===== config.mk =====
export PLATFORM = sky130hd
export DESIGN_NAME = scan_seq
export DESIGN_NICKNAME = d
export VERILOG_FILES = /design/src/rtl/scan_seq.sv
export SDC_FILE = /design/constraint.sdc
export NUM_CORES = 1
export LEC_CHECK = 0
export CAP_MARGIN = 10
export CORE_MARGIN = 3
export CORE_UTILIZATION = 55
export DETAILED_ROUTE_END_ITERATION = 10
export HOLD_SLACK_MARGIN = 0.03
export MAX_ROUTING_LAYER = met4
export PLACE_DENSITY = 0.77
export SYNTH_ARGS = -nofsm -noshare
export SYNTH_HDL_FRONTEND = slang
export SYNTH_SLANG_ARGS = --single-unit

===== constraint.sdc =====
create_clock -name clk -period 4.5 [get_ports clk]
set_clock_uncertainty 0.15 [all_clocks]
set_input_delay 0.9 -clock clk [delete_from_list [all_inputs] [get_ports clk]]
set_output_delay 0.9 -clock clk [all_outputs]
set_load 0.05 [all_outputs]

===== src/rtl/scan_seq.sv =====
// rtl/scan_seq.sv - autonomous ADC channel scan sequencer with result FIFO and PCI status/pop port
// Optional continuous scanning is compiled in with `define SCAN_CONT_EN.
module scan_seq #(
    parameter int CH_W     = 6,
    parameter int SETTLE_W = 16,
    parameter int FIFO_AW  = 6,
    parameter int TMO      = 255
) (
    input  logic            clk,
    input  logic            rst_,
    input  logic            valid_pci,
    input  logic            rd_wr,
    input  logic            scan_sel,
    input  logic [31:0]     ad_to_tuvv,
    output logic [31:0]     ad_from_tuvv,
    output logic            scan_active,
    output logic [CH_W-1:0] mux_ch,
    output logic            mux_en,
    output logic            adc_start,
    input  logic            adc_valid,
    input  logic [11:0]     adc_data
);

    localparam int TW    = $clog2(TMO + 1);
    localparam int DEPTH = 1 << FIFO_AW;
    localparam int EW    = CH_W + 12;

    typedef enum logic [2:0] {
        S_IDLE, S_SELECT, S_SETTLE, S_CONVERT, S_WAIT_ADC, S_STORE
    } state_t;

    state_t              state, state_d;
    logic [CH_W-1:0]     cur_ch, first_q, last_q;
    logic [SETTLE_W-1:0] settle_q, settle_cnt;
    logic [TW-1:0]       tmo_cnt;
    logic [11:0]         sample_q;
    logic                done_q, tmo_q, cont_q;

    logic [EW-1:0]       mem [DEPTH];
    logic [FIFO_AW-1:0]  wr_ptr, rd_ptr;
    logic [FIFO_AW:0]    count;
    logic [31:0]         rd_q, rd_word;

    logic wr_cmd, rd_cmd, abort_cmd, start_go, push, pop;
    logic fifo_full, fifo_empty, at_last, adc_hit, adc_tmo, unused_bits;

    assign wr_cmd     = valid_pci & scan_sel & rd_wr;
    assign rd_cmd     = valid_pci & scan_sel & ~rd_wr;
    assign abort_cmd  = wr_cmd & ad_to_tuvv[30];
    assign start_go   = wr_cmd & ad_to_tuvv[31] & ~ad_to_tuvv[30] & (state == S_IDLE);
    assign fifo_full  = (count == (FIFO_AW+1)'(DEPTH));
    assign fifo_empty = (count == '0);
    // An abort landing on a STORE cycle discards that entry along with the scan.
    assign push       = (state == S_STORE) & ~fifo_full & ~abort_cmd;
    assign pop        = rd_cmd & ~fifo_empty;
    assign at_last    = (cur_ch == last_q);
    assign adc_hit    = (state == S_WAIT_ADC) & adc_valid;
    assign adc_tmo    = (state == S_WAIT_ADC) & ~adc_valid & (tmo_cnt == TW'(TMO - 1));

`ifdef SCAN_CONT_EN
    always_ff @(posedge clk or negedge rst_) begin
        if (!rst_)
            cont_q <= 1'b0;
        else if (start_go)
            cont_q <= ad_to_tuvv[23];
    end
    assign unused_bits = ad_to_tuvv[22];
`else
    assign cont_q      = 1'b0;
    assign unused_bits = ^ad_to_tuvv[23:22];
`endif

    always_comb begin
        state_d = state;
        if (abort_cmd) begin
            state_d = S_IDLE;
        end else begin
            case (state)
                S_IDLE:     if (start_go) state_d = S_SELECT;
                S_SELECT:   state_d = (settle_q == '0) ? S_CONVERT : S_SETTLE;
                S_SETTLE:   if (settle_cnt == '0) state_d = S_CONVERT;
                S_CONVERT:  state_d = S_WAIT_ADC;
                S_WAIT_ADC: if (adc_hit || adc_tmo) state_d = S_STORE;
                S_STORE:    if (push) state_d = (at_last && !cont_q) ? S_IDLE : S_SELECT;
                default:    state_d = S_IDLE;
            endcase
        end
    end

    always_ff @(posedge clk or negedge rst_) begin
        if (!rst_) begin
            state      <= S_IDLE;
            cur_ch     <= '0;
            first_q    <= '0;
            last_q     <= '0;
            settle_q   <= '0;
            settle_cnt <= '0;
            tmo_cnt    <= '0;
            sample_q   <= '0;
            done_q     <= 1'b0;
            tmo_q      <= 1'b0;
        end else begin
            state <= state_d;
            if (start_go) begin
                cur_ch   <= ad_to_tuvv[24 +: CH_W];
                first_q  <= ad_to_tuvv[24 +: CH_W];
                last_q   <= ad_to_tuvv[16 +: CH_W];
                settle_q <= ad_to_tuvv[SETTLE_W-1:0];
                done_q   <= 1'b0;
                tmo_q    <= 1'b0;
            end
            if (state == S_SELECT)
                settle_cnt <= settle_q - SETTLE_W'(1);
            else if (state == S_SETTLE)
                settle_cnt <= settle_cnt - SETTLE_W'(1);
            if (state == S_CONVERT)
                tmo_cnt <= '0;
            else if (state == S_WAIT_ADC)
                tmo_cnt <= tmo_cnt + TW'(1);
            if (adc_hit)
                sample_q <= adc_data;
            else if (adc_tmo)
                sample_q <= 12'hFFF;
            if (adc_tmo && !abort_cmd)
                tmo_q <= 1'b1;
            if (push) begin
                if (at_last && !cont_q)
                    done_q <= 1'b1;
                else if (at_last)
                    cur_ch <= first_q;
                else
                    cur_ch <= cur_ch + CH_W'(1);
            end
        end
    end

    always_ff @(posedge clk) begin
        if (push)
            mem[wr_ptr] <= {cur_ch, sample_q};
    end

    always_comb begin
        rd_word = {fifo_empty, scan_active, done_q, tmo_q,
                   count[FIFO_AW] ? 6'd63 : count[5:0],
                   {CH_W{1'b0}}, 4'b0, 12'b0};
        if (!fifo_empty) begin
            rd_word[16 +: CH_W] = mem[rd_ptr][EW-1:12];
            rd_word[11:0]       = mem[rd_ptr][11:0];
        end
    end

    always_ff @(posedge clk or negedge rst_) begin
        if (!rst_) begin
            wr_ptr <= '0;
            rd_ptr <= '0;
            count  <= '0;
            rd_q   <= '0;
        end else begin
            if (push)
                wr_ptr <= wr_ptr + FIFO_AW'(1);
            if (pop)
                rd_ptr <= rd_ptr + FIFO_AW'(1);
            if (push && !pop)
                count <= count + (FIFO_AW+1)'(1);
            else if (pop && !push)
                count <= count - (FIFO_AW+1)'(1);
            // Read data is presented for exactly one cycle so the upstream OR-bus stays clean.
            rd_q <= rd_cmd ? rd_word : 32'h0;
        end
    end

    assign ad_from_tuvv = rd_q;
    assign scan_active  = (state != S_IDLE);
    assign mux_en       = (state != S_IDLE);
    assign mux_ch       = cur_ch;
    assign adc_start    = (state == S_CONVERT);

endmodule


==> results.json, run 1 <==
{
  "status": "finished clean",
  "drtIter0Drc": 3143,
  "num_io_pins": 91,
  "grt_max_degree": 146,
  "synth_edf_count": 1152,
  "gp_congestion": 0.8835,
  "ctsHoldBuffers": 0,
  "port_buffers": 84,
  "clkLatencyLatePin_ns": 0.69,
  "cts-root-buf": "clkbuf_16",
  "grt_pass1_wl_um": 175300,
  "critPathCaptureType": "primary output",
  "arrival_ns": 2.63,
  "wl_um": 117500,
  "clock_path_buffers": 3,
  "grt.overflow.total": 0,
  "grt_pass1_vias": 26580,
  "initial_utilization_pct": 55.75,
  "fin_crit_sh_pct": 81.79,
  "timing.final.ws_setup_ns": 0.8196,
  "slew_violations": 0,
  "postRouteAntennaNets": 0,
  "die_area_um2": 93630,
  "die_y_um": 306.0,
  "seq_area_um2": 37530,
  "p_per_area_nw_per_um2": 633.4,
  "hold_path_class": "in -> async",
  "reg2reg_depth": 6,
  "finalSetupTns_ns": 0,
  "synthArstFlopShare_pct": 9.148,
  "numCtsBuffers": 118,
  "synth_warnings": 0,
  "timing_hold_violations_final": 0,
  "r2r_end": "ad_from_tuvv[7]",
  "synth_flop_cell": "edfxtp_1",
  "first_pass_iters": 6,
  "cts_tree": "done",
  "drcViolationCount": 0,
  "grt_use_total_pct": 26.07,
  "htreeDepth": 3,
  "cts_sinks": 1268,
  "wl_per_cell_um": 28.81,
  "synth.avg_cell_area_um2": 18.91,
  "dpl.hpwl_um": 69470,
  "setup_violations": 0,
  "clk_pin_slew_ns": 0.06,
  "postCtsSetupBuffers": 0,
  "timing.rr.start": "rd_ptr[1]",
  "cp.required_ns": 3.45,
  "synth_top_area_share_pct": 69.89,
  "synth.distinct_cells": 66,
  "startpoint_type": "flop",
  "rows": 109,
  "critPathKind": "reg -> out",
  "die_x_um": 306.0,
  "fin_area_um2": 56360,
  "final_cells": 4078,
  "cts_resized": 0,
  "crit_cells": 4,
  "finalCriticalPeriod_ns": 3.680,
  "yosysSeqAreaShare_pct": 75.75,
  "critPathMaxFanout": 10,
  "via_per_inst": 6.538,
  "leakage_nw": 18.90,
  "areaGrowthSynthToFinish_pct": 13.87,
  "slowest_stage": "clkdlybuf4s50_1",
  "cp_cell_sequence": "nand2_1 > or2_2 > inv_1 > clkdlybuf4s50_1",
  "dr_total_vias": 26660,
  "worstMarginPinSlew_ns": 1.065,
  "synth_seq_cells": 1268,
  "synth.area.top_cells": "edfxtp_1, mux4_2, dfrtp_1",
  "finalNetCount": 2874,
  "path_buf_inv": 2,
  "nFillCells": 5700,
  "crit_family": "buffers and inverters",
  "placed_cells": 3856,
  "pre_cts_slack_ns": 0.4548,
  "syn-instance-count": 2618,
  "critPathMaxStageDelay_ns": 0.86,
  "multi_input_area_um2": 11350,
  "core_um2": 88780,
  "slew_headroom_pct": 28.97,
  "drive_gt1_share_pct": 20.44,
  "antenna_found_initial": 2,
  "fmax_mhz": 271.7,
  "ir_drop_uv": 454.1,
  "reg2reg_slack_ns": 0.94,
  "placed_area_um2": 52460,
  "rsz0062_at_grt": "no",
  "syn_area_um2": 49500,
  "yosysTopAreaCell": "edfxtp_1",
  "cap_violations": 0
}
## stage by stage
stage	hold slack, ns	util (%)	power, mW
6_report	0.2208	63.48	35.70
3_5_place_dp	0.3370	59.09	25.78
2_1_floorplan	0.3043	-	22.12
4_1_cts	0.2421	63.48	35.72
3_3_place_gp	0.3248	59.09	25.34
5_1_grt	0.2673	63.48	36.94
## placed cells by master (no fill, tap or decap), drive strengths merged, types with 10 or more instances in the layout
master,synthesis,final
bufinv,0,13
a22oi,55,55
mux2i,154,154
clkdlybuf4s50,0,83
ha,12,12
a21oi,76,76
clkinv,0,41
a21o,20,20
buf,65,147
o21ai,33,33
o22ai,41,41
nand2,122,122
clkbuf,95,160
nor4,12,12
dfrtp,116,116
or3,10,10
nor2,145,145
o221ai,38,38
xor2,16,16
inv,15,19
mux4,216,216
edfxtp,1152,1152
nand4,11,11
nor3,13,13
a22o,19,19
a211oi,80,80
## layer usage
layer	global-route usage [%]	vias to the layer above	wire, µm
li1	-	11050	-
met1	36.22	13780	44890
met2	39.42	1591	56040
met3	5.188	243	12440
met4	8.678	0	4118
met5	-	-	0
## worst max-delay path by stage
stage               from         to
5_1_grt         state[1]  adc_start
3_5_place_dp   valid_pci   count[5]
2_1_floorplan      rd_wr   count[5]
4_1_cts         state[0]  adc_start
6_report        state[0]  adc_start
3_3_place_gp   valid_pci   count[5]
## logic make-up after synthesis
kind of cell,Yosys count,synth area share [%]
xor gates and xnor gates,25,0.4424
adders and majority gates,13,0.3438
DFF,1268,75.75
other,1,0.007576
buffers and inverters,175,1.512
AOI/OAI and AO/OA,391,5.488
and+or+nand+nor,372,3.445
muxes,373,13.01
## sequential cells by signal, indices dropped and copies added (netlist names)
| name | flops |
|---|---|
| settle_q | 16 |
| mem | 1152 |
| last_q | 6 |
| sample_q | 12 |
| tmo_cnt | 8 |
| wr_ptr | 6 |
| done_q | 1 |
| settle_cnt | 16 |
| ad_from_tuvv | 28 |
| mux_ch | 6 |
| count | 7 |
| state | 3 |
| tmo_q | 1 |
| rd_ptr | 6 |
## cell usage after synthesis (11+ instances only)
library cell,n
nor3_1,13
mux4_2,216
nand4_1,11
inv_1,15
nor4_1,11
mux2i_1,154
a21oi_1,76
nand2_1,122
ha_1,12
a211oi_1,79
a22oi_1,55
o22ai_1,41
buf_1,11
a22o_1,19
o221ai_1,38
buf_2,45
nor2_1,145
a21o_1,20
dfrtp_1,116
edfxtp_1,1152
clkbuf_1,94
o21ai_0,32
xor2_1,16
## layout make-up
class | count | area share, %
antenna | 2 | 0.008880
sequential | 1268 | 66.58
clock buffer | 160 | 5.734
tap | 1165 | 2.586
clock inverter | 60 | 1.179
inverter | 15 | 0.09990
timing repair buffer | 230 | 3.676
multi-input combinational | 1178 | 20.13
## power breakdown
part / internal, mW / total, mW / switching [mW]
registers: 14.8 / 15.8 / 0.917
logic: 3.63 / 9.97 / 6.34
clock network: 5.77 / 9.97 / 4.20
total: 24.2 / 35.7 / 11.5
No activity file was read; power rests on OpenSTA's default activity.
==> run 2, diff against run 1 <==
PLACE_DENSITY = 0.79   (was 0.77)
clock period = 3.31 ns   (was 4.5 ns; I/O delays follow)
==> run 2 against run 1 <==
Net effect:
- via count grew 2.2%
- global-route usage rose by 1.4 points
- combinational power grew 43%
- wire length up 4.8%
- non-clock buffer count is 73 higher
- clock power up 30%
- power up 38%
- worst hold slack worse by 0.047 ns
- largest cell class unchanged
- largest power group unchanged
==> results.json, run 2 (synthesis results as in run 1) <==
{
  "cts_sinks": 1268,
  "startpoint_type": "flop",
  "drtIter0Drc": 3772,
  "critPathMaxFanout": 12,
  "gp_congestion": 0.9326,
  "crit_start": "rd_ptr[3]",
  "p_per_area_nw_per_um2": 855.2,
  "initial_utilization_pct": 55.75,
  "grt_pass1_vias": 27350,
  "setup_violations": 0,
  "postCtsSetupBuffers": 0,
  "hold_path_class": "in -> async",
  "grt_use_total_pct": 27.49,
  "clkLatencyLatePin_ns": 0.71,
  "num_io_pins": 91,
  "utilization_pct": 64.70,
  "via_per_inst": 6.580,
  "finalCriticalPeriod_ns": 3.227,
  "cp.required_ns": 3.82,
  "rsz0062_at_grt": "no",
  "rows": 109,
  "slowest_stage": "or3b_2",
  "drive_gt1_share_pct": 21.66,
  "slew_violations": 0,
  "wl_per_cell_um": 29.73,
  "cts_tree": "done",
  "num_antenna_cells": 0,
  "wl_um": 123200,
  "grt.overflow.total": 0,
  "critPathKind": "reg -> reg",
  "die_area_um2": 93630,
  "cap_violations": 0,
  "worstMarginPinSlew_ns": 1.137,
  "fin_crit_sh_pct": 97.48,
  "leakage_nw": 19.35,
  "cts-root-buf": "clkbuf_16",
  "timing.rr.start": "rd_ptr[3]",
  "clk_pin_slew_ns": 0.06,
  "fin_area_um2": 57440,
  "reg2reg_slack_ns": 0.08,
  "die_y_um": 306.0,
  "nFillCells": 5567,
  "layout_commonest_cell": "edfxtp_1",
  "dpl.hpwl_um": 75560,
  "postRouteAntennaNets": 0,
  "critical_path.endpoint": "ad_from_tuvv[20]",
  "port_buffers": 84,
  "grt_pass1_wl_um": 182500,
  "core_um2": 88780,
  "finalNetCount": 2947,
  "cp_cell_sequence": "or3b_2 > o221ai_1 > a211oi_1 > buf_4 > a211oi_1 > buf_4 > a21o_1",
  "die_x_um": 306.0,
  "ir_drop_uv": 683.1,
  "antenna_found_initial": 1,
  "first_pass_iters": 5,
  "arrival_ns": 3.74,
  "fmax_mhz": 309.9,
  "r2r_end": "ad_from_tuvv[20]",
  "clock_path_buffers": 3,
  "largest_reg_flops": 1152,
  "slew_headroom_pct": 24.23,
  "htreeDepth": 3,
  "numCtsBuffers": 118,
  "final_cell_mix": "edfxtp_1, mux4_2, mux2i_1",
  "drcViolationCount": 0,
  "critPathMaxStageDelay_ns": 0.71,
  "dr_total_vias": 27260,
  "largest-register": "mem",
  "timing_hold_violations_final": 0,
  "placed_area_um2": 53710,
  "areaGrowthSynthToFinish_pct": 16.05,
  "reg2reg_depth": 7,
  "status": "finished clean",
  "grt_max_degree": 68,
  "critPathCaptureType": "flop"
}
run 2: changes by cell type in the layout (fill, tap and decap cells not counted), sizes merged, moves of 3 or more:
cell           delta
buf              +72
bufinv            -6
clkdlybuf4s50     -3
clkinv            +5
dlygate4sd2       +3
inv               -4
run 2: worst min-delay path by stage:
stage,end,slack [ns],depth (start not counted)
after global placement,tmo_cnt[7],0.32,1
after global routing,ad_from_tuvv[28],0.18,2
final,tmo_q,0.17,2
after detailed placement,ad_from_tuvv[29],0.34,2
after CTS,ad_from_tuvv[28],0.15,2
after floorplan,ad_from_tuvv[0],0.22,0
run 2: layer usage:
metal  part of all wire (%)  GRT usage, %
met1                     37         37.91
met2                     47         41.55
met3                     13         6.023
met4                    3.4         9.014
met5                      0             -
run 2: power by group:
part / leakage (nW) / internal (mW) / total [mW] / switching [mW]
Sequential: 11.8 / 20.2 / 21.8 / 1.64
Clock: 1.80 / 7.31 / 13.0 / 5.71
Combinational: 5.76 / 5.40 / 14.3 / 8.90
run 2: area by class of cell:
class	instances	area [µm²]	share of cell area, %
Multi-Input combinational cell	1178	11330	19.72
Clock buffer	158	3203	5.576
Timing Repair Buffer	303	3357	5.844
Clock inverter	56	515.5	0.8974
Tap cell	1165	1458	2.538
Inverter	15	56.30	0.09802
Sequential cell	1268	37530	65.33
run 2: per-stage QoR:
stage               hold WS, ns  std cells  TNS (ns)  total power, mW  setup WS [ns]
floorplan                0.2164       2621         0            30.07        0.01941
global placement         0.3227       3928    -17.65            35.43        -0.2578
detailed placement       0.3393       3928    -39.32            36.02        -0.2446
CTS                      0.1505       4143         0            48.99         0.1035
global route             0.1804       4143         0            50.69        0.02930
finish                   0.1739       4143         0            49.13        0.08325
run 2: worst max-delay path, delay by kind of cell (launching register included):
family                 cells  cell delay, ns
flip-flops                 1            0.61
AND/OR/NAND/NOR            1            0.71
AO/OA/AOI/OAI              4            1.28
buffers and inverters      2            0.42
run 2: repair_timing:
item / in CTS / in global routing
hold endpoints to repair: 116 / 0
resized for setup: 3 / 3
endpoints found under the setup margin: 3 / 2
hold buffers: 1 / 0
